### config.mk
export PLATFORM = sky130hd
export DESIGN_NAME = enemy_sequencer
export DESIGN_NICKNAME = d
export VERILOG_FILES = /design/src/rtl/enemy_pkg.sv /design/src/rtl/frame_divider.sv /design/src/rtl/enemy_sequencer.sv
export SDC_FILE = /design/constraint.sdc
export NUM_CORES = 1
export LEC_CHECK = 0
export CAP_MARGIN = 30
export CORE_ASPECT_RATIO = 1.2
export CORE_MARGIN = 1.5
export CORE_UTILIZATION = 51
export DETAILED_ROUTE_END_ITERATION = 6
export PLACE_DENSITY = 0.78
export SETUP_SLACK_MARGIN = 0.2
export SYNTH_ARGS = -nofsm -noshare
export SYNTH_HDL_FRONTEND = slang
export SYNTH_SLANG_ARGS = --single-unit
export TNS_END_PERCENT = 10
### constraint.sdc
create_clock -name clock -period 1.9 [get_ports clock]
set_input_delay 0.475 -clock clock [delete_from_list [all_inputs] [get_ports clock]]
set_output_delay 0.475 -clock clock [all_outputs]
set_load 0.005 [all_outputs]
### src/rtl/enemy_pkg.sv
// enemy_pkg: definitions shared by the enemy sequencer, its datapath and the
// reusable frame divider.
//   seq_state_e  - sequencer state encoding (also exported on state_out)
//   dir_e        - direction codes chosen by the datapath during gen_move
//   SpritePixels - pixels written per enemy sprite draw
package enemy_pkg;

  typedef enum logic [2:0] {
    StInit    = 3'd0,
    StIdle    = 3'd1,
    StGen     = 3'd2,
    StSettle  = 3'd3,
    StApply   = 3'd4,
    StReq     = 3'd5,
    StDraw    = 3'd6,
    StRelease = 3'd7
  } seq_state_e;

  typedef enum logic [2:0] {
    DirNoAction = 3'd0,
    DirAttack   = 3'd1,
    DirUp       = 3'd2,
    DirDown     = 3'd3,
    DirLeft     = 3'd4,
    DirRight    = 3'd5
  } dir_e;

  localparam int unsigned SpritePixels = 256;

  // Frame divider width covers MOVE_DIV up to 255.
  localparam int unsigned DivWidth = 8;
  // Settle counter width covers SETTLE_CYC up to 15.
  localparam int unsigned SettleWidth = 4;

endpackage

### src/rtl/frame_divider.sv
// frame_divider: counts enabled frame ticks and pulses terminal on the tick
// that completes a group of DIV ticks, clearing itself at the same time.
// Ports:
//   clock    - system clock
//   reset    - synchronous active-high reset, count returns to 0
//   enable   - one qualified tick this cycle
//   clear    - force the count back to 0
//   terminal - combinational: this enabled tick is the DIV-th one
module frame_divider #(
  parameter int unsigned DIV   = 2,
  parameter int unsigned WIDTH = 8
) (
  input  logic clock,
  input  logic reset,
  input  logic enable,
  input  logic clear,
  output logic terminal
);

  localparam logic [WIDTH-1:0] Last = WIDTH'(DIV - 1);

  logic [WIDTH-1:0] count_q, count_d;

  assign terminal = enable && (count_q == Last);

  always_comb begin
    count_d = count_q;
    if (clear || terminal) begin
      count_d = '0;
    end else if (enable) begin
      count_d = count_q + WIDTH'(1);
    end
  end

  always_ff @(posedge clock) begin
    if (reset) begin
      count_q <= '0;
    end else begin
      count_q <= count_d;
    end
  end

endmodule

### src/rtl/enemy_sequencer.sv
// enemy_sequencer: initiator of the enemy control protocol. Steps one enemy
// datapath through init / idle / gen_move / apply_move / draw, paces moves to
// every MOVE_DIV-th frame_tick, and holds the VGA port via vga_req/vga_gnt for
// the whole sprite draw.
// Ports:
//   clock, reset         - clock and synchronous active-high reset
//   start                - game running; low keeps the sequencer in IDLE
//   frame_tick           - one-cycle pulse per video frame
//   draw_done            - datapath level: sprite fully written
//   vga_gnt              - VGA arbiter grant
//   init, idle, gen_move,
//   apply_move, draw     - one-hot datapath phase strobes
//   vga_req              - VGA port request (REQ and DRAW)
//   busy                 - high in every state except IDLE
//   overrun              - sticky: frame_tick seen outside IDLE
//   error                - sticky: draw aborted by timeout
//   state_out            - current state encoding
// Build option: define ENEMY_DRAW_TIMEOUT_EN to abort a draw that runs for
// DRAW_TIMEOUT cycles without draw_done; otherwise DRAW waits forever and
// error is tied low.
module enemy_sequencer
  import enemy_pkg::*;
#(
  parameter int unsigned MOVE_DIV     = 2,
  parameter int unsigned SETTLE_CYC   = 2,
  parameter int unsigned DRAW_TIMEOUT = 300
) (
  input  logic       clock,
  input  logic       reset,
  input  logic       start,
  input  logic       frame_tick,
  input  logic       draw_done,
  input  logic       vga_gnt,
  output logic       init,
  output logic       idle,
  output logic       gen_move,
  output logic       apply_move,
  output logic       draw,
  output logic       vga_req,
  output logic       busy,
  output logic       overrun,
  output logic       error,
  output logic [2:0] state_out
);

  seq_state_e             state_q, state_d;
  logic [SettleWidth-1:0] settle_q, settle_d;
  logic                   overrun_q, overrun_d;
  logic                   div_en, div_term;
  logic                   draw_timeout;

  // Ticks only advance the divider while idle and running.
  assign div_en = (state_q == StIdle) && start && frame_tick;

  frame_divider #(
    .DIV   (MOVE_DIV),
    .WIDTH (DivWidth)
  ) u_frame_divider (
    .clock    (clock),
    .reset    (reset),
    .enable   (div_en),
    .clear    (1'b0),
    .terminal (div_term)
  );

`ifdef ENEMY_DRAW_TIMEOUT_EN
  localparam int unsigned ToWidth = $clog2(DRAW_TIMEOUT + 1);

  logic [ToWidth-1:0] to_cnt_q, to_cnt_d;
  logic               error_q, error_d;

  // to_cnt_q holds (draw cycles so far - 1); it rests at 0 outside DRAW.
  assign draw_timeout = (state_q == StDraw) && (to_cnt_q == ToWidth'(DRAW_TIMEOUT - 1));

  always_comb begin
    to_cnt_d = '0;
    if (state_q == StDraw) begin
      to_cnt_d = to_cnt_q + ToWidth'(1);
    end
  end

  // draw_done on the terminal cycle wins: no error recorded.
  always_comb begin
    error_d = error_q;
    if (draw_timeout && !draw_done) begin
      error_d = 1'b1;
    end
  end

  always_ff @(posedge clock) begin
    if (reset) begin
      to_cnt_q <= '0;
      error_q  <= 1'b0;
    end else begin
      to_cnt_q <= to_cnt_d;
      error_q  <= error_d;
    end
  end

  assign error = error_q;
`else
  logic unused_draw_timeout;
  assign unused_draw_timeout = ^DRAW_TIMEOUT;
  assign draw_timeout        = 1'b0;
  assign error               = 1'b0;
`endif

  // State register.
  always_ff @(posedge clock) begin
    if (reset) begin
      state_q   <= StInit;
      settle_q  <= '0;
      overrun_q <= 1'b0;
    end else begin
      state_q   <= state_d;
      settle_q  <= settle_d;
      overrun_q <= overrun_d;
    end
  end

  // Next-state logic.
  always_comb begin
    state_d  = state_q;
    settle_d = settle_q;
    case (state_q)
      StInit: state_d = StIdle;
      StIdle: begin
        if (div_term) begin
          state_d = StGen;
        end
      end
      StGen: begin
        state_d  = StSettle;
        settle_d = SettleWidth'(SETTLE_CYC - 1);
      end
      StSettle: begin
        if (settle_q == '0) begin
          state_d = StApply;
        end else begin
          settle_d = settle_q - SettleWidth'(1);
        end
      end
      StApply: state_d = StReq;
      StReq: begin
        if (vga_gnt) begin
          state_d = StDraw;
        end
      end
      // A dropped grant is ignored here; the port is held until RELEASE.
      StDraw: begin
        if (draw_done || draw_timeout) begin
          state_d = StRelease;
        end
      end
      StRelease: state_d = StIdle;
      default:   state_d = StInit;
    endcase
  end

  // Ticks outside IDLE are dropped and flagged.
  assign overrun_d = overrun_q | (frame_tick && (state_q != StIdle));

  // Outputs decode the state register only, so no input reaches them
  // combinationally.
  always_comb begin
    init       = 1'b0;
    idle       = 1'b0;
    gen_move   = 1'b0;
    apply_move = 1'b0;
    draw       = 1'b0;
    vga_req    = 1'b0;
    case (state_q)
      StInit:  init       = 1'b1;
      StIdle:  idle       = 1'b1;
      StGen:   gen_move   = 1'b1;
      StApply: apply_move = 1'b1;
      StReq:   vga_req    = 1'b1;
      StDraw: begin
        draw    = 1'b1;
        vga_req = 1'b1;
      end
      default: ;
    endcase
    busy      = (state_q != StIdle);
    overrun   = overrun_q;
    state_out = state_q;
  end

endmodule

Word-level counts from Yosys, hierarchy flattened
Cells that the tools add are included.
Widths: inputs -> output; s select.
{"block": "word_totals", "ff_bits": 16, "in_bits": 6, "out_inout_bits": 12, "wordCells": 46}
{"block": "classes", "add_sub_neg": 2, "eq_ne": 14, "muxes": 13, "bitwise_logic": 1, "n_reduce_logical": 12}
{"cell": "$pmux 3 s7", "count": 1}
{"cell": "$eq 3x3->1 const B", "count": 4}
{"cell": "$mux 3", "count": 4}
{"cell": "$ne 2x2->1 const B", "count": 5}
{"cell": "$add 8x1->8 const B", "count": 1}
{"cell": "$eq 8x1->1 const B", "count": 1}
{"cell": "$pmux 4 s2", "count": 1}
{"cell": "$eq 3x2->1 const B", "count": 2}
{"cell": "$mux 1", "count": 6}
{"cell": "$reduce_or 2->1", "count": 3}
{"cell": "$logic_and 1x1->1", "count": 4}
{"cell": "$logic_not 4->1", "count": 1}
{"cell": "$mux 4", "count": 1}
{"cell": "$reduce_and 4->1", "count": 1}
{"cell": "$sub 4x1->4 const B", "count": 1}
{"cell": "$eq 3x1->1 const B", "count": 1}
{"cell": "$logic_not 3->1", "count": 1}
{"cell": "$ne 3x1->1 const B", "count": 1}
{"cell": "$reduce_and 2->1", "count": 1}
{"cell": "$reduce_bool 2->1", "count": 1}
{"cell": "$or 1x1->1", "count": 1}

Longest topological paths before layout
{"block": "logic_depth", "word_depth": 6, "depth_mapped": 6, "depth_no_buf": 5}

By module
From an unflattened synthesis, not the netlist that was laid out.
{"block": "unflattened", "cells_unflattened": 103, "hier_area_um2": 902.1}
{"mod": "enemy_sequencer", "n_inst": 1, "cells_per_inst": 60, "area_each_um2": 504.2, "seq_area_each_um2": 160.2}
{"mod": "frame_divider", "n_inst": 1, "cells_per_inst": 43, "area_each_um2": 397.9, "seq_area_each_um2": 160.2}

Least setup slack after synthesis
Ideal clock, no wire load.
{"block": "synth_timing", "path_kind": "flip-flop to flip-flop", "from": "register u_frame_divider.count_q[0]", "to": "register state_q[1] (netlist: state_out[1])", "setup_time_ps": 77, "arrival_ps": 1606, "slack_ps": 218, "path_stages_with_launch": 5, "period_less_slack_ps": 1682, "cell_sequence": "dfxtp_1 -> ha_1 -> or4b_4 -> or4_4 -> a41oi_2"}
{"block": "synth_between", "elab_chain_cells": 4}
{"element": "from (decl)", "line": "frame_divider.sv:22", "rtl": "logic [WIDTH-1:0] count_q, count_d;"}
{"element": "from (signal assigned)", "line": "frame_divider.sv:39", "rtl": "count_q <= count_d;"}
{"element": "$eq 8x1->1", "line": "frame_divider.sv:24", "rtl": "assign terminal = enable && (count_q == Last);"}
{"element": "$logic_and 1x1->1", "line": "frame_divider.sv:24"}
{"element": "$ne 2x2->1 (no line)"}
{"element": "$reduce_and 4->1 (no line)"}
{"element": "to (signal assigned)", "line": "enemy_sequencer.sv:111", "rtl": "state_q <= StInit;"}
{"element": "to (signal assigned)", "line": "enemy_sequencer.sv:115", "rtl": "state_q <= state_d;"}
{"element": "to (decl)", "line": "enemy_sequencer.sv:46", "rtl": "seq_state_e state_q, state_d;"}
No other way between the ends.
A chain may end at the register's enable or synchronous reset.

Worst setup path after layout
{"block": "layout_timing", "from": "register state_q[0] (netlist: state_out[0])", "to": "output gen_move"}
{"block": "layout_between", "elab_chain_cells": 2}
{"element": "$eq 3x2->1", "line": "enemy_sequencer.sv:172", "rtl": "case (state_q)"}
{"element": "$mux 1", "line": "enemy_sequencer.sv:172"}
{"element": "to (decl)", "line": "enemy_sequencer.sv:36", "rtl": "output logic gen_move,"}
No other way between the ends.

==> results list <==
* Outcome: complete, no violations
- Maximum net fanout on the critical path: 3
- Fill cell count: about 120
- Met3 wire len: between 100 and 150 µm
* Nets: roughly 160
- For this block, the via count after detailed routing is 1009.
* Wire length of the first global-routing pass: roughly 4400 µm
- VDD IR max: 0.3419 mV
* TritonCTS Buffers: 3
* Post-DR wirelength/cell: 15.73 µm
* Final Setup Violations: 0
- The most critical setup path has its endpoint at gen_move.
- Unique cell type count in the Yosys netlist: 40
- Largest incremental delay on the critical path: 0.41 ns
- Main synth FF type: sky130_fd_sc_hd__dfxtp_1
- Fraction of the yosys area taken by sequential cells: 0.3245
- Data on the critical path arrives at its endpoint at 1.33 ns.
* Initial Util: 0.5397
* Most frequent cell on the critical path: sky130_fd_sc_hd__buf_6
- Maximum frequency from static timing analysis: about 550 MHz
- Setup Skew: between 0.005 and 0.006 ns
- The worst setup path is captured at a primary output.
- Summed over all nets, wire length on met2 after detailed routing comes to about 1400 µm.
- Across the run, the number of max-cap violations was 0.
- Lkg Pwr: 0.5737 nW
- In the final timing run, aggregate negative setup slack is 0 ns.
- The die covers 0.002210 mm².
- DIE WIDTH: 43.17 µm
* Syn-to-layout area delta: 39.16%
* Fraction of post-synthesis cell area in the top cell type by area: 0.3245
- The startpoint identified for the worst register-to-register timing path is u_frame_divider.count_q[0].
* Critical path cell sequence: buf_6 -> or3b_4 -> inv_2 -> buf_6
- In the finished design, the share of the clock period the worst path needs comes to 0.9519.
- Clock input transition at the sequential cells of the worst setup and hold paths: ~0.1 ns
- Reg2reg path depth: 4
- Fraction of layout cells with a size suffix above 1: 0.3379
- The die is 51.20 µm tall.
- CTS tree: done
* Final core utilization: 0.7510
- Total count of hold-check failures in the final report: 0
* Max stage delay cell, worst path: sky130_fd_sc_hd__or3b_4
- Worst setup SP type: flop
* Area used by multi-input combinational logic: 639.4 µm²
- Share of async-settable or async-resettable flops after synthesis: 0
- Sequential standard cell area: 330.3 µm²
- The number of global-route vias before repair is approximately 1000.
- Row generation in the floorplan step produced 17 rows.
- Number of synthesized flops with an enable pin: 0
* Clock net sink count: 16
* Total of flip-flops plus latches after synthesis: 16
- The number of antenna violations at the first check in global routing was 0.
- The most common cell in the synthesized netlist is sky130_fd_sc_hd__dfxtp_1.
* Worst reg-to-reg setup slack: 0.10 ns
* Timing startpoint of the critical path: state_out[0]
- Dividing the detail-routed via count by the number of cells gives about 6.2.
- After synthesis the cells add up to 987.2 µm².
- The repair_antennas step left the layout with diodes totalling 0.
- By startpoint and endpoint, the worst setup path is classified as flop to primary output.
* Dominant cell type by area after synthesis: sky130_fd_sc_hd__dfxtp_1
- Count of final max-slew check failures: 0
* Number of warnings printed during yosys synthesis: 0
* Min-Delay Path Class: flop to flop
- The first detailed-routing pass took 4 iterations.
* Placeable Area: 0.001829 mm²
- Most area-consuming cells after synthesis: sky130_fd_sc_hd__dfxtp_1 (32%), sky130_fd_sc_hd__ha_1 (5.1%), sky130_fd_sc_hd__a21oi_1 (4.6%), sky130_fd_sc_hd__o31ai_1 (3.8%), sky130_fd_sc_hd__or3_1 (3.8%)
- The worst hold path was traced through 2 stages.
* IO Port Bufs: 16
- Final weighted congestion of routability-driven global placement: 0.8218
* Data required, critical path: 1.42 ns
- Syn nets: 123
- Highest routed layer: met4
- For this block, wires on met1 add up to 1009 µm.
- Violation count after the first detailed-route iteration: 21
- In this run the critical register-to-register path is captured at state_out[1].
* Deepest clock path buffer count: 2
* DP Wirelength: between 1500 and 2000 µm
- In this run the power density over the cells is 507.1 mW/mm².
- Final period demand of the worst path: roughly 1.8 ns
- In this run the number of H-tree levels came out at 1.
- The clock reaches the later pin of the worst-skew pair after 0.29 ns.
- Most common library cells after synthesis: sky130_fd_sc_hd__dfxtp_1 (16), sky130_fd_sc_hd__a21oi_1 (9), sky130_fd_sc_hd__inv_1 (9)
* Pin count of the biggest net entering global routing: 14
- After global routing the overflow that remains totals 0.
- For this design the top-level I/O count stands at 18.
- Mean post-synth cell area: about 8.7 µm²
- Final wirelength: around 2600 µm
- Setup repair after global routing missed its margin: true
* GR Util All Layers: 0.2684
- DRC viols: 0
- Root buf cell: sky130_fd_sc_hd__clkbuf_4
- Number of instances in the synthesized netlist: 113
- Routed Antenna Nets: 0
[critical path: cells and delay by family, from the launching register on]
kind	cells	cell delay, ns
buf+inv	3	0.28
simple gates	1	0.41
flops	1	0.35
[layout by cell type (no fill, tap or decap), types with 3 or more instances in the layout]
| cell type | instances |
|---|---|
| sky130_fd_sc_hd__or4_1 | 4 |
| sky130_fd_sc_hd__buf_2 | 3 |
| sky130_fd_sc_hd__ha_1 | 4 |
| sky130_fd_sc_hd__clkbuf_4 | 3 |
| sky130_fd_sc_hd__nand2_1 | 5 |
| sky130_fd_sc_hd__or3b_4 | 3 |
| sky130_fd_sc_hd__nand4b_1 | 3 |
| sky130_fd_sc_hd__clkdlybuf4s50_1 | 6 |
| sky130_fd_sc_hd__o31ai_1 | 5 |
| sky130_fd_sc_hd__or3_1 | 6 |
| sky130_fd_sc_hd__nand3_1 | 3 |
| sky130_fd_sc_hd__inv_1 | 7 |
| sky130_fd_sc_hd__buf_4 | 10 |
| sky130_fd_sc_hd__buf_6 | 9 |
| sky130_fd_sc_hd__mux2i_1 | 3 |
| sky130_fd_sc_hd__dfxtp_1 | 10 |
| sky130_fd_sc_hd__dfxtp_2 | 5 |
| sky130_fd_sc_hd__o21ai_0 | 5 |
| sky130_fd_sc_hd__a21oi_1 | 9 |
[state kept, by name, summed over array words and instances (netlist names)]
register,count
overrun,1
settle_q,4
state_out,3
u_frame_divider.count_q,8
[cell type report]
type / instances / area share
Clock buffer: 4 / 0.02641
Timing Repair Buffer: 34 / 0.2259
Tap cell: 19 / 0.01730
Sequential cell: 16 / 0.2404
Multi-Input combinational cell: 82 / 0.4654
Inverter: 9 / 0.02459
[where the power goes]
| part | switching, mW | internal (mW) | leakage [nW] |
|---|---|---|---|
| clock | 0.115 | 0.117 | 0.0210 |
| combinational | 0.0555 | 0.0635 | 0.420 |
| sequential | 0.00560 | 0.341 | 0.132 |
[how the worst min path moves through the flow]
stage / from / endpoint
floorplan: u_frame_divider.count_q[7] / u_frame_divider.count_q[7]
global placement: u_frame_divider.count_q[7] / u_frame_divider.count_q[7]
detailed placement: overrun / overrun
CTS: u_frame_divider.count_q[7] / u_frame_divider.count_q[7]
global route: u_frame_divider.count_q[7] / u_frame_divider.count_q[7]
finish: u_frame_divider.count_q[7] / u_frame_divider.count_q[7]
[cells by family (layout without fill, tap and decap cells)]
logic type | after synthesis | after routing | synth area share
simple gates | 43 | 43 | 0.2953
compound gates | 31 | 31 | 0.2332
flops | 16 | 16 | 0.3245
buf+inv | 15 | 47 | 0.06210
fa+ha+maj | 4 | 4 | 0.05070
mux | 3 | 3 | 0.03042
other cells | 1 | 1 | 0.003799
[layer usage]
layer,up-vias,global-route usage
met4,0,0.1717
met2,30,0.4627
li1,493,-
met5,-,0
met1,475,0.2932
met3,11,0.05300
[per-stage QoR]
| step | area [µm²] | cells | worst slack [ns] | total power [mW] | hold slack (ns) |
|---|---|---|---|---|---|
| global placement | 1241 | 155 | -0.02311 | 0.4572 | 0.4635 |
| floorplan | 987.2 | 113 | 0.2177 | 0.4002 | 0.4514 |
| finish | 1374 | 164 | 0.09130 | 0.6966 | 0.4945 |
| detailed placement | 1241 | 155 | -0.08864 | 0.4588 | 0.4614 |
| CTS | 1319 | 164 | 0.03355 | 0.6900 | 0.5005 |
| global route | 1374 | 164 | 0.04317 | 0.7355 | 0.5366 |
[what timing repair did]
item | CTS | global route
gates resized for setup | 20 | 36
pin swaps | 2 | 5
setup buffers | 5 | 0
hold buffers | 0 | 0
setup endpoints to repair | 19 | 21
hold endpoints to repair | 0 | 0
(Power assumes the default switching activity.)
